$ cat config.mk
export PLATFORM = sky130hd
export DESIGN_NAME = bpsk_tx_scheduler
export DESIGN_NICKNAME = d
export VERILOG_FILES = /design/src/rtl/bpsk_tx_scheduler.sv
export SDC_FILE = /design/constraint.sdc
export NUM_CORES = 1
export LEC_CHECK = 0
export CAP_MARGIN = 10
export CORE_MARGIN = 2
export CORE_UTILIZATION = 31
export CTS_BUF_LIST = sky130_fd_sc_hd__clkbuf_2 sky130_fd_sc_hd__clkbuf_4 sky130_fd_sc_hd__clkbuf_8
export CTS_CLUSTER_SIZE = 12
export DETAILED_ROUTE_END_ITERATION = 6
export DONT_BUFFER_PORTS = 1
export PLACE_DENSITY = 0.46
export SLEW_MARGIN = 0
export SYNTH_ARGS = -nofsm -noshare
export SYNTH_HDL_FRONTEND = slang
export SYNTH_SLANG_ARGS = --single-unit
$ cat constraint.sdc
create_clock -name clk -period 3.7 [get_ports clk]
set_input_delay 1.11 -clock clk [delete_from_list [all_inputs] [get_ports clk]]
set_output_delay 1.11 -clock clk [all_outputs]
set_load 0.01 [all_outputs]
$ cat src/rtl/bpsk_tx_scheduler.sv
// ---------------------------------------------------------------------------
// bpsk_tx_scheduler
//
// Frame-level controller for the BPSK transmit path. A frame starts when a
// data bit is offered while idle. The controller then:
//   1. primes the sine generator for one cycle,
//   2. sends a fixed preamble, MSB first,
//   3. pulls data bits over a valid/ready handshake, one bit per symbol,
//   4. stops the generator so that its counter is back at 0 when the frame
//      ends.
// Bit 0 is sent as the sine stream and bit 1 as the negated-sine stream. Each
// symbol lasts PERIODS_PER_BIT whole carrier periods. As a result, every
// symbol boundary falls on a carrier period boundary and the phase stays
// continuous.
//
// Parameters:
//   SAMPLE_NUMBER    samples per carrier period (must match the generator)
//   SAMPLE_WIDTH     sample width (must match the generator)
//   PERIODS_PER_BIT  carrier periods per symbol (>= 1)
//   PREAMBLE_BITS    preamble length in symbols (>= 1)
//   PREAMBLE_PATTERN preamble bits, sent MSB first
//
// Ports:
//   clk          system clock
//   rst          asynchronous active-low reset (share it with the generator)
//   bit_valid    data bit available
//   bit_data     data bit (0 -> sine, 1 -> negated sine)
//   bit_last     marks the final bit of the frame
//   bit_ready    a bit is taken this cycle when bit_valid & bit_ready
//   gen_en       generator enable (combinational)
//   sine_in      generator sine_out
//   neg_sine_in  generator neg_sine_out
//   signal_cnt   generator sample counter
//   mod_out      modulated sample (registered)
//   mod_valid    mod_out valid (registered)
//   busy         a frame is in progress
//   underrun     sticky: no bit was offered at a requested boundary
//   sync_err     sticky: the generator counter disagreed with out_idx
// ---------------------------------------------------------------------------
module bpsk_tx_scheduler #(
  parameter int                       SAMPLE_NUMBER    = 256,
  parameter int                       SAMPLE_WIDTH     = 12,
  parameter int                       PERIODS_PER_BIT  = 4,
  parameter int                       PREAMBLE_BITS    = 8,
  parameter logic [PREAMBLE_BITS-1:0] PREAMBLE_PATTERN = 8'b10101010
) (
  input  logic                             clk,
  input  logic                             rst,
  input  logic                             bit_valid,
  input  logic                             bit_data,
  input  logic                             bit_last,
  output logic                             bit_ready,
  output logic                             gen_en,
  input  logic [SAMPLE_WIDTH-1:0]          sine_in,
  input  logic [SAMPLE_WIDTH-1:0]          neg_sine_in,
  input  logic [$clog2(SAMPLE_NUMBER)-1:0] signal_cnt,
  output logic [SAMPLE_WIDTH-1:0]          mod_out,
  output logic                             mod_valid,
  output logic                             busy,
  output logic                             underrun,
  output logic                             sync_err
);

  localparam int IDX_W = $clog2(SAMPLE_NUMBER);
  localparam int PER_W = (PERIODS_PER_BIT > 1) ? $clog2(PERIODS_PER_BIT) : 1;
  localparam int PRE_W = (PREAMBLE_BITS > 1) ? $clog2(PREAMBLE_BITS) : 1;

  localparam logic [IDX_W-1:0] IDX_LAST = IDX_W'(SAMPLE_NUMBER - 1);
  localparam logic [PER_W-1:0] PER_LAST = PER_W'(PERIODS_PER_BIT - 1);
  localparam logic [PRE_W-1:0] PRE_LAST = PRE_W'(PREAMBLE_BITS - 1);

  typedef enum logic [1:0] {
    IDLE,
    PRIME,
    PREAMBLE,
    DATA
  } state_t;

  state_t state, state_nxt;

  // out_idx is the index of the sample that is on sine_in now. The generator
  // is always one step ahead, so a healthy generator shows out_idx+1.
  logic [IDX_W-1:0]         out_idx;
  logic [IDX_W-1:0]         next_idx;
  logic [PER_W-1:0]         per_cnt;
  logic [PRE_W-1:0]         pre_cnt;
  logic [PREAMBLE_BITS-1:0] pre_sr;
  logic                     cur_sym;
  logic                     last_flag;

  logic sending;
  logic at_boundary;
  logic pre_last;
  logic frame_end;
  logic take_bit;

  // Symbol timing decode.
  // take_bit marks a boundary at which a new data bit is requested. That
  // happens at the end of the last preamble symbol, and at the end of every
  // data symbol until the frame's last bit has been taken.
  always_comb begin
    sending     = (state == PREAMBLE) || (state == DATA);
    next_idx    = (out_idx == IDX_LAST) ? '0 : out_idx + 1'b1;
    at_boundary = sending && (out_idx == IDX_LAST) && (per_cnt == PER_LAST);
    pre_last    = (pre_cnt == PRE_LAST);
    frame_end   = (state == DATA) && last_flag && at_boundary;
    take_bit    = at_boundary &&
                  (((state == PREAMBLE) && pre_last) ||
                   ((state == DATA) && !last_flag));
  end

  // State register.
  always_ff @(posedge clk or negedge rst) begin
    if (!rst) begin
      state <= IDLE;
    end else begin
      state <= state_nxt;
    end
  end

  // Next state and generator/handshake controls.
  // In the final symbol of a frame, the generator enable is dropped on the
  // very last sample. The cycle before, the generator counter wrapped to 0,
  // so it now rests at 0, ready for the next frame.
  always_comb begin
    state_nxt = state;
    gen_en    = 1'b0;
    bit_ready = 1'b0;
    case (state)
      IDLE: begin
        if (bit_valid) begin
          state_nxt = PRIME;
        end
      end
      PRIME: begin
        gen_en    = 1'b1;
        state_nxt = PREAMBLE;
      end
      PREAMBLE: begin
        gen_en    = 1'b1;
        bit_ready = take_bit;
        if (take_bit) begin
          state_nxt = DATA;
        end
      end
      DATA: begin
        gen_en    = !frame_end;
        bit_ready = take_bit;
        if (frame_end) begin
          state_nxt = IDLE;
        end
      end
      default: begin
        state_nxt = IDLE;
      end
    endcase
  end

  assign busy = (state != IDLE);

  // Sample path, counters and sticky flags.
  // Starting a frame does not consume the offered bit. That bit is taken only
  // at the end of the preamble. A boundary that requests a bit but finds none
  // sends a 0 (sine) symbol. It also sets underrun and keeps requesting.
  always_ff @(posedge clk or negedge rst) begin
    if (!rst) begin
      mod_out   <= '0;
      mod_valid <= 1'b0;
      underrun  <= 1'b0;
      sync_err  <= 1'b0;
      out_idx   <= '0;
      per_cnt   <= '0;
      pre_cnt   <= '0;
      pre_sr    <= '0;
      cur_sym   <= 1'b0;
      last_flag <= 1'b0;
    end else begin
      case (state)
        IDLE: begin
          mod_valid <= 1'b0;
          if (bit_valid) begin
            underrun  <= 1'b0;
            sync_err  <= 1'b0;
            out_idx   <= '0;
            per_cnt   <= '0;
            pre_cnt   <= '0;
            cur_sym   <= PREAMBLE_PATTERN[PREAMBLE_BITS-1];
            pre_sr    <= PREAMBLE_PATTERN << 1;
            last_flag <= 1'b0;
          end
        end
        PRIME: begin
          mod_valid <= 1'b0;
        end
        PREAMBLE, DATA: begin
          mod_out   <= cur_sym ? neg_sine_in : sine_in;
          mod_valid <= 1'b1;
          out_idx   <= next_idx;
          if (out_idx == IDX_LAST) begin
            per_cnt <= (per_cnt == PER_LAST) ? '0 : per_cnt + 1'b1;
          end
          if (gen_en && (signal_cnt != next_idx)) begin
            sync_err <= 1'b1;
          end
          if (at_boundary) begin
            if ((state == PREAMBLE) && !pre_last) begin
              cur_sym <= pre_sr[PREAMBLE_BITS-1];
              pre_sr  <= pre_sr << 1;
              pre_cnt <= pre_cnt + 1'b1;
            end else if (take_bit) begin
              if (bit_valid) begin
                cur_sym   <= bit_data;
                last_flag <= bit_last;
              end else begin
                cur_sym  <= 1'b0;
                underrun <= 1'b1;
              end
            end
          end
        end
        default: begin
          mod_valid <= 1'b0;
        end
      endcase
    end
  end

endmodule

======== Word-level counts from Yosys, hierarchy flattened ========
Index checks and enable logic that the tools add are counted.
cells by class
  eq/ne operators ......................... 19
  multiplexer cells ....................... 42
  add/sub/neg operators ................... 3
  reduce and logical (&&, ||, !) cells .... 28
operators with widths
  cell                                                                      count
  8-bit 2-to-1 mux                                                          5
  8-bit one-hot mux with 2 select lines                                     2
  1-bit 2-to-1 mux                                                          16
  12-bit 2-to-1 mux                                                         1
  2-bit 2-to-1 mux                                                          6
  2-bit by 1-bit inequality test with 1-bit output (second input constant)  6
  1-bit one-hot mux with 2 select lines                                     6
  6-bit AND reduction                                                       2
  2-bit inequality test (second input constant)                             5
  1-bit logical AND                                                         9
  3-bit 2-to-1 mux                                                          3
  3-bit AND reduction                                                       3
  8-bit by 1-bit adder with 8-bit output (second input constant)            1
  8-bit == test (second input constant)                                     1
  8-bit inequality test                                                     1
  2-bit one-hot mux with 4 select lines                                     1
  4-bit AND reduction                                                       2
  2-bit == test (second input constant)                                     3
  3-bit one-hot mux with 2 select lines                                     1
  2-bit OR reduction                                                        3
  2-bit one-hot mux with 2 select lines                                     1
  2-bit nonzero test                                                        2
  3-bit by 1-bit adder with 3-bit output (second input constant)            1
  3-bit == test (second input constant)                                     1
  7 further kinds                                                           10
storage, ports and cells
  input port bits ......................... 37
  logic and storage cells ................. 103
  flip-flop bits (word level) ............. 40
  output and inout bits ................... 18

======== Depth between registers and ports, before layout ========
Gate-level depths: netlist of the first run.
  depth in word-level cells ............... 10
  depth in mapped cells ................... 9

======== Worst setup path after synthesis of the first run ========
No wires, ideal clock.
  kind .................................... reg2out
  from .................................... register out_idx[1]
  to ...................................... output port gen_en
  setup slack ............................. 1164 ps
  arrival ................................. 1426 ps
  cell stages (with the launch flop) ...... 7
  path buffers ............................ 1
  required time ........................... 2590 ps
  path through ............................ dfrtp_1 ha_1 buf_6 and4_2 a41oi_1 nor2_1 nor2_1
between the ends
  word-level cells in the longest chain between the ends .. 6
RTL lines
  what                                   RTL line  text
  start, declared                        83        logic [IDX_W-1:0] out_idx;
  start signal, assigned                 198       out_idx <= next_idx;
  8-bit == test                          104       at_boundary = sending && (out_idx == IDX_LAST) && (per_cnt == PER_LAST);
  1-bit logical AND (2 in series)        104
  1-bit logical AND                      106       frame_end = (state == DATA) && last_flag && at_boundary;
  1-bit logical NOT                      147       gen_en = !frame_end;
  1-bit one-hot mux with 2 select lines  129       case (state)
  end, declared                          53        output logic gen_en,
No other way between the ends.

======== Worst setup path in the final report of the first run ========
  from .................................... register out_idx[0]
  to ...................................... output port bit_ready
between the ends
  word-level cells in the longest chain between the ends .. 5
RTL lines
  what                             RTL line  text
  8-bit == test                    104
  1-bit logical AND (2 in series)  104
  1-bit logical AND                107       take_bit = at_boundary &&
  1-bit 2-to-1 mux                 129
  end, declared                    52        output logic bit_ready,
No other way between the ends.

==> impl_metrics.py, run 1 <==
metrics = {
    "outcome": {
        "status": "finished, final reports clean",
    },
    "synth": {
        "synthFlopType": "dfrtp_1",
        "yosysTopAreaCell": "dfrtp_1",
        "postSynthAreaPerCell_um2": 9.04,
        "synth-edff-count": 0,
        "yosysWarningCount": 0,
        "yosysUniqueCellTypes": 45,
        "synthDominantCellAreaShare": 0.421,
        "synth_area_leaders": "dfrtp_1 (42%), mux2i_1 (7.5%), nand2_1 (7.0%), o21ai_0 (6.2%), ha_1 (3.9%)",
        "synth_commonest_cells": "nand2_1 (42), dfrtp_1 (38), o21ai_0 (28)",
        "synth_area_um2": 2260,
        "syn_nets": 294,
        "synth.most_common_cell": "nand2_1",
        "ys_seq_elements": 38,
        "synth_cells": 250,
        "async_flop_share": 1.00,
        "yosysSeqAreaShare": 0.421,
    },
    "layout": {
        "fin_area_um2": 2460,
        "area_delta_synth_final_pct": 8.69,
        "fin_nets": 288,
        "antenna-diode-count": 0,
        "layout-drive-gt1-share": 0.0857,
    },
    "pwr": {
        "p_leak_uw": 0.00109,
        "p_per_area_nw_per_um2": 762,
        "vdd_drop_max_v": 0.000162,
    },
    "clock_network": {
        "clockBufferDepth": 2,
        "clk_latency_ns": 0.30,
        "cts_sinks": 38,
        "htreeDepth": 2,
        "cts_setup_buffers": 0,
        "cts_made_buffers": 5,
        "clk_pin_slew_ns": 0.09,
        "cts_hold_buf": 0,
        "cts_root_buf": "clkbuf_8",
        "cts_tree": "yes",
        "ctsResizeCount": 0,
    },
    "route": {
        "wl_um": 5240,
        "firstDrtPassIters": 4,
        "antenna_left": 0,
        "drt-vias-per-instance": 5.08,
        "post-route-drc-count": 0,
        "vias": 1748,
        "post_drt_wl_per_cell_um": 15.2,
        "drt-initial-drc-count": 48,
    },
    "placed_design": {
        "port-buffer-count": 0,
        "placed_area_um2": 2310,
        "pre_cts_slack_ns": 0.858,
        "place.detailed.hpwl_um": 3810,
        "gp_congestion": 0.890,
    },
    "grt": {
        "antenna_found_initial": 0,
        "grt_max_degree": 39,
        "overflow": 0,
        "grt.total_usage": 0.138,
        "grt_pass1_wl_um": 8380,
        "first_global_vias": 1582,
    },
    "die": {
        "io_pins": 55,
        "die_area_um2": 7990,
        "die_w_um": 89.4,
        "std_cell_rows": 31,
        "start_util": 0.315,
        "die_h_um": 89.4,
        "core_um2": 7180,
    },
    "sta": {
        "hold_viol_final": 0,
        "setup_slack_ns": 0.519,
        "period_minus_slack_ns": 3.18,
        "slew_viol_final": 0,
        "min_period_over_period": 0.860,
        "max_freq_mhz": 314,
        "slew_headroom": 0.451,
        "final.setup_skew_ns": 0.00914,
        "rsz0062_at_grt": "false",
        "finalSetupViolations": 0,
        "tightest_slew_ns": 0.820,
        "setup_tns_ns": 0,
    },
    "critical_path": {
        "path_cells": "ha_1 > nand4_1 > nor2_4 > nand2_2 > a21oi_1",
        "crit_path_end_kind": "output port",
        "cp_num_buf_inv": 0,
        "path_class": "reg -> out",
        "worstPathRequired_ns": 2.59,
        "critPathSlowestCell": "dfrtp_1",
        "worstSetupStartpointType": "register",
        "cp.arrival_ns": 2.07,
        "cpLargestDelayFamily": "simple AND/OR/NAND/NOR gates",
        "slowest_delay_ns": 0.49,
        "cp_max_fo": 9,
    },
    "hold_path": {
        "min_path_type": "reg -> reg",
    },
    "job": {
        "timing.max_cap.violations": 0,
    },
}
==> power breakdown <==
part           total, uW  internal [uW]  switching, uW
clock network        444            288            157
logic                706            263            443
registers            722            546            177
==> cells in the final DEF, fill, tap and decap left out, drive strengths merged <==
| cell type | count |
|---|---|
| a32o | 2 |
| nand2 | 43 |
| nor4 | 1 |
| nand2b | 4 |
| xor2 | 3 |
| clkbuf | 6 |
| o32a | 2 |
| or3 | 1 |
| nor4b | 2 |
| nor2b | 2 |
| mux2i | 17 |
| a2bb2oi | 1 |
| and4 | 1 |
| nand4 | 5 |
| and3 | 3 |
| a32oi | 1 |
| a31oi | 2 |
| dfrtp | 38 |
| o211a | 1 |
| a22o | 2 |
| a21oi | 11 |
| bufinv | 2 |
| o21ai | 34 |
| a21o | 1 |
| a211oi | 2 |
| nand3 | 7 |
| o31ai | 2 |
| ha | 7 |
| buf | 1 |
| nor3 | 4 |
| inv | 9 |
| nor2 | 17 |
| nor3b | 1 |
| a31o | 1 |
| mux2 | 1 |
| a41oi | 2 |
| xnor2 | 6 |
==> final timing paths <==
| path | start | to | slack [ns] | depth (start not counted) |
|---|---|---|---|---|
| worst max-delay path | out_idx[0] | bit_ready | 0.52 | 5 |
| worst min-delay path | pre_sr[3] | pre_sr[4] | 0.48 | 2 |
| worst max register to register | out_idx[0] | cur_sym | 1.16 | 7 |
| worst min register to register | pre_sr[3] | pre_sr[4] | 0.48 | 2 |
| max in group asynchronous | rst | mod_out[2] | 3.11 | 0 |
| min in group asynchronous | rst | out_idx[4] | 0.50 | 0 |
==> metrics by stage <==
stage	hold slack [ns]	utilization	total power, uW	instances
CTS	0.488	0.342	1900	344
finish	0.482	0.342	1870	344
global placement	0.469	0.323	1450	336
floorplan	0.449	-	1280	250
global route	0.480	0.342	2030	344
detailed placement	0.467	0.323	1450	336
==> layer usage <==
layer	track usage	vias to the layer above	wire length [um]
met5	0	-	0
met4	0.0461	0	48
met3	0.0452	6	287
met2	0.207	41	2490
met1	0.188	833	2420
li1	-	868	-
==> state kept, by name, summed over array words and instances (netlist names) <==
signal,flops
out_idx,8
mod_out,12
per_cnt,2
pre_sr,6
cur_sym,1
sync_err,1
mod_valid,1
underrun,1
last_flag,1
pre_cnt,3
state,2
==> worst min-delay path: stages (launching register included) <==
cell and delay (ns):
dfrtp_1 0.34, nand2_1 0.04, o21ai_0 0.06
==> kinds of logic after synthesis <==
| group | count (synthesis) | share of synthesized area |
|---|---|---|
| compound gates | 64 | 0.171 |
| mux | 18 | 0.0802 |
| buf+inv | 23 | 0.0504 |
| simple gates | 91 | 0.204 |
| xor+xnor | 9 | 0.0349 |
| fa+ha+maj | 7 | 0.0387 |
| flops | 38 | 0.421 |
==> layout make-up <==
type                    count  area [um2]
repair buffers              1        7.51
flip-flops and latches     38         951
well taps                  99         124
inverters                   9        33.8
multi-input cells         189        1200
fillers                   740        4720
clock inverters             2        60.1
clock buffers               6        82.6
(Power assumes the default switching activity.)
==> inputs of run 2 (changes only) <==
- ABC_CLOCK_PERIOD_IN_PS: not set -> 3700
- CORE_MARGIN: 2 -> not set
==> impl_metrics.py, run 2 (synthesis results as in run 1) <==
metrics = {
    "pwr": {
        "p_leak_uw": 0.00108,
        "p_per_area_nw_per_um2": 758,
        "power_uw": 1860,
        "vdd_drop_max_v": 0.000182,
    },
    "job": {
        "timing.max_cap.violations": 0,
    },
    "die": {
        "io_pins": 55,
        "die_area_um2": 7640,
        "start_util": 0.327,
        "die_h_um": 87.4,
        "die_w_um": 87.4,
        "std_cell_rows": 30,
        "core_um2": 6910,
    },
    "critical_path": {
        "cp_num_buf_inv": 0,
        "cp.arrival_ns": 2.03,
        "regToRegSetupSlack_ns": 1.20,
        "path_class": "reg -> out",
        "path_cells": "ha_1 > nand4_1 > nor2_4 > nand2_2 > a21oi_1",
        "crit_path_end_kind": "output port",
        "worstSetupStartpointType": "register",
        "cp_max_fo": 9,
        "cpLargestDelayFamily": "simple AND/OR/NAND/NOR gates",
        "worstPathRequired_ns": 2.59,
        "slowest_delay_ns": 0.50,
        "critPathSlowestCell": "dfrtp_1",
    },
    "layout": {
        "largest_reg_flops": 12,
        "area_delta_synth_final_pct": 8.30,
        "layout-drive-gt1-share": 0.0857,
        "top_register": "mod_out",
        "antenna-diode-count": 0,
        "final_common_cell": "nand2_1",
        "final_cell_mix": "nand2_1 (42), dfrtp_1 (38), o21ai_0 (28), mux2i_1 (17), nor2_1 (14)",
        "fin_nets": 288,
        "reg_top3": "mod_out x12, out_idx x8, pre_sr x6",
    },
    "route": {
        "post-route-drc-count": 0,
        "wl_um": 5250,
        "vias": 1731,
        "antenna_left": 0,
        "drt-initial-drc-count": 79,
        "drt-vias-per-instance": 5.08,
        "firstDrtPassIters": 4,
        "post_drt_wl_per_cell_um": 15.4,
    },
    "grt": {
        "grt_pass1_wl_um": 8670,
        "overflow": 0,
        "antenna_found_initial": 0,
        "grt.total_usage": 0.146,
        "grt_max_degree": 39,
        "first_global_vias": 1739,
    },
    "clock_network": {
        "cts_tree": "yes",
        "cts_made_buffers": 5,
        "cts_sinks": 38,
        "ctsResizeCount": 0,
        "cts_hold_buf": 0,
        "clk_latency_ns": 0.29,
        "clockBufferDepth": 2,
        "cts_setup_buffers": 0,
        "clk_pin_slew_ns": 0.09,
        "cts_root_buf": "clkbuf_8",
        "htreeDepth": 2,
    },
    "outcome": {
        "status": "finished, final reports clean",
    },
    "sta": {
        "tightest_slew_ns": 0.823,
        "rsz0062_at_grt": "false",
        "slew_headroom": 0.449,
        "slew_viol_final": 0,
        "period_minus_slack_ns": 3.14,
        "setup_tns_ns": 0,
        "hold_viol_final": 0,
        "min_period_over_period": 0.849,
        "max_freq_mhz": 318,
        "finalSetupViolations": 0,
        "final.setup_skew_ns": 0.0121,
    },
    "placed_design": {
        "place.detailed.hpwl_um": 3740,
        "gp_congestion": 0.810,
        "port-buffer-count": 0,
    },
    "hold_path": {
        "min_path_type": "reg -> reg",
    },
}
[run 2: cell count changes in the layout (fill, tap and decap cells not counted), sizes merged]
cell,delta
clkbuf,-1
clkinv,+1
[run 2: area by class of cell]
cell class              instances  area, um2
fillers                       729       4460
multi-input cells             189       1200
flip-flops and latches         38        951
well taps                      96        120
clock buffers                   5       68.8
clock inverters                 3       68.8
inverters                       9       33.8
repair buffers                  1       7.51
[run 2: report_power, final]
group / switching, uW / internal, uW / leakage (uW) / total (uW)
clock network: 162 / 270 / 0.0000683 / 433
logic: 434 / 264 / 0.000541 / 697
registers: 181 / 545 / 0.000476 / 726
total: 777 / 1080 / 0.00108 / 1860
[run 2: metrics by stage]
step / area (um2) / std cells / utilization / setup slack (ns) / hold slack (ns)
3_3_place_gp: 2310 / 333 / 0.335 / 0.933 / 0.470
3_5_place_dp: 2310 / 333 / 0.335 / 0.861 / 0.472
4_1_cts: 2450 / 341 / 0.355 / 0.539 / 0.490
5_1_grt: 2450 / 341 / 0.355 / 0.307 / 0.482
2_1_floorplan: 2260 / 250 / - / 1.16 / 0.449
6_report: 2450 / 341 / 0.355 / 0.558 / 0.487
[run 2: routing by layer]
| layer | global-route usage | wire, um | vias up |
|---|---|---|---|
| li1 | - | - | 868 |
| met1 | 0.193 | 2420 | 813 |
| met2 | 0.231 | 2460 | 44 |
| met3 | 0.0427 | 304 | 6 |
| met4 | 0.0417 | 59 | 0 |
| met5 | 0 | 0 | - |
[run 2: final timing paths]
| path | from | end | depth (start not counted) |
|---|---|---|---|
| min in group asynchronous | rst | pre_sr[2] | 0 |
| worst max-delay path | out_idx[0] | bit_ready | 5 |
| worst min register to register | pre_sr[5] | pre_sr[6] | 2 |
| worst max register to register | out_idx[0] | pre_sr[5] | 6 |
| worst min-delay path | pre_sr[5] | pre_sr[6] | 2 |
| max in group asynchronous | rst | out_idx[1] | 0 |
[run 2: worst reg2reg max path, stage by stage (launching register included)]
cell     delay, ns
dfrtp_1       0.50
ha_1          0.36
nand4_1       0.20
nor2_4        0.21
nand2_2       0.11
nor4b_4       0.75
o21ai_0       0.21
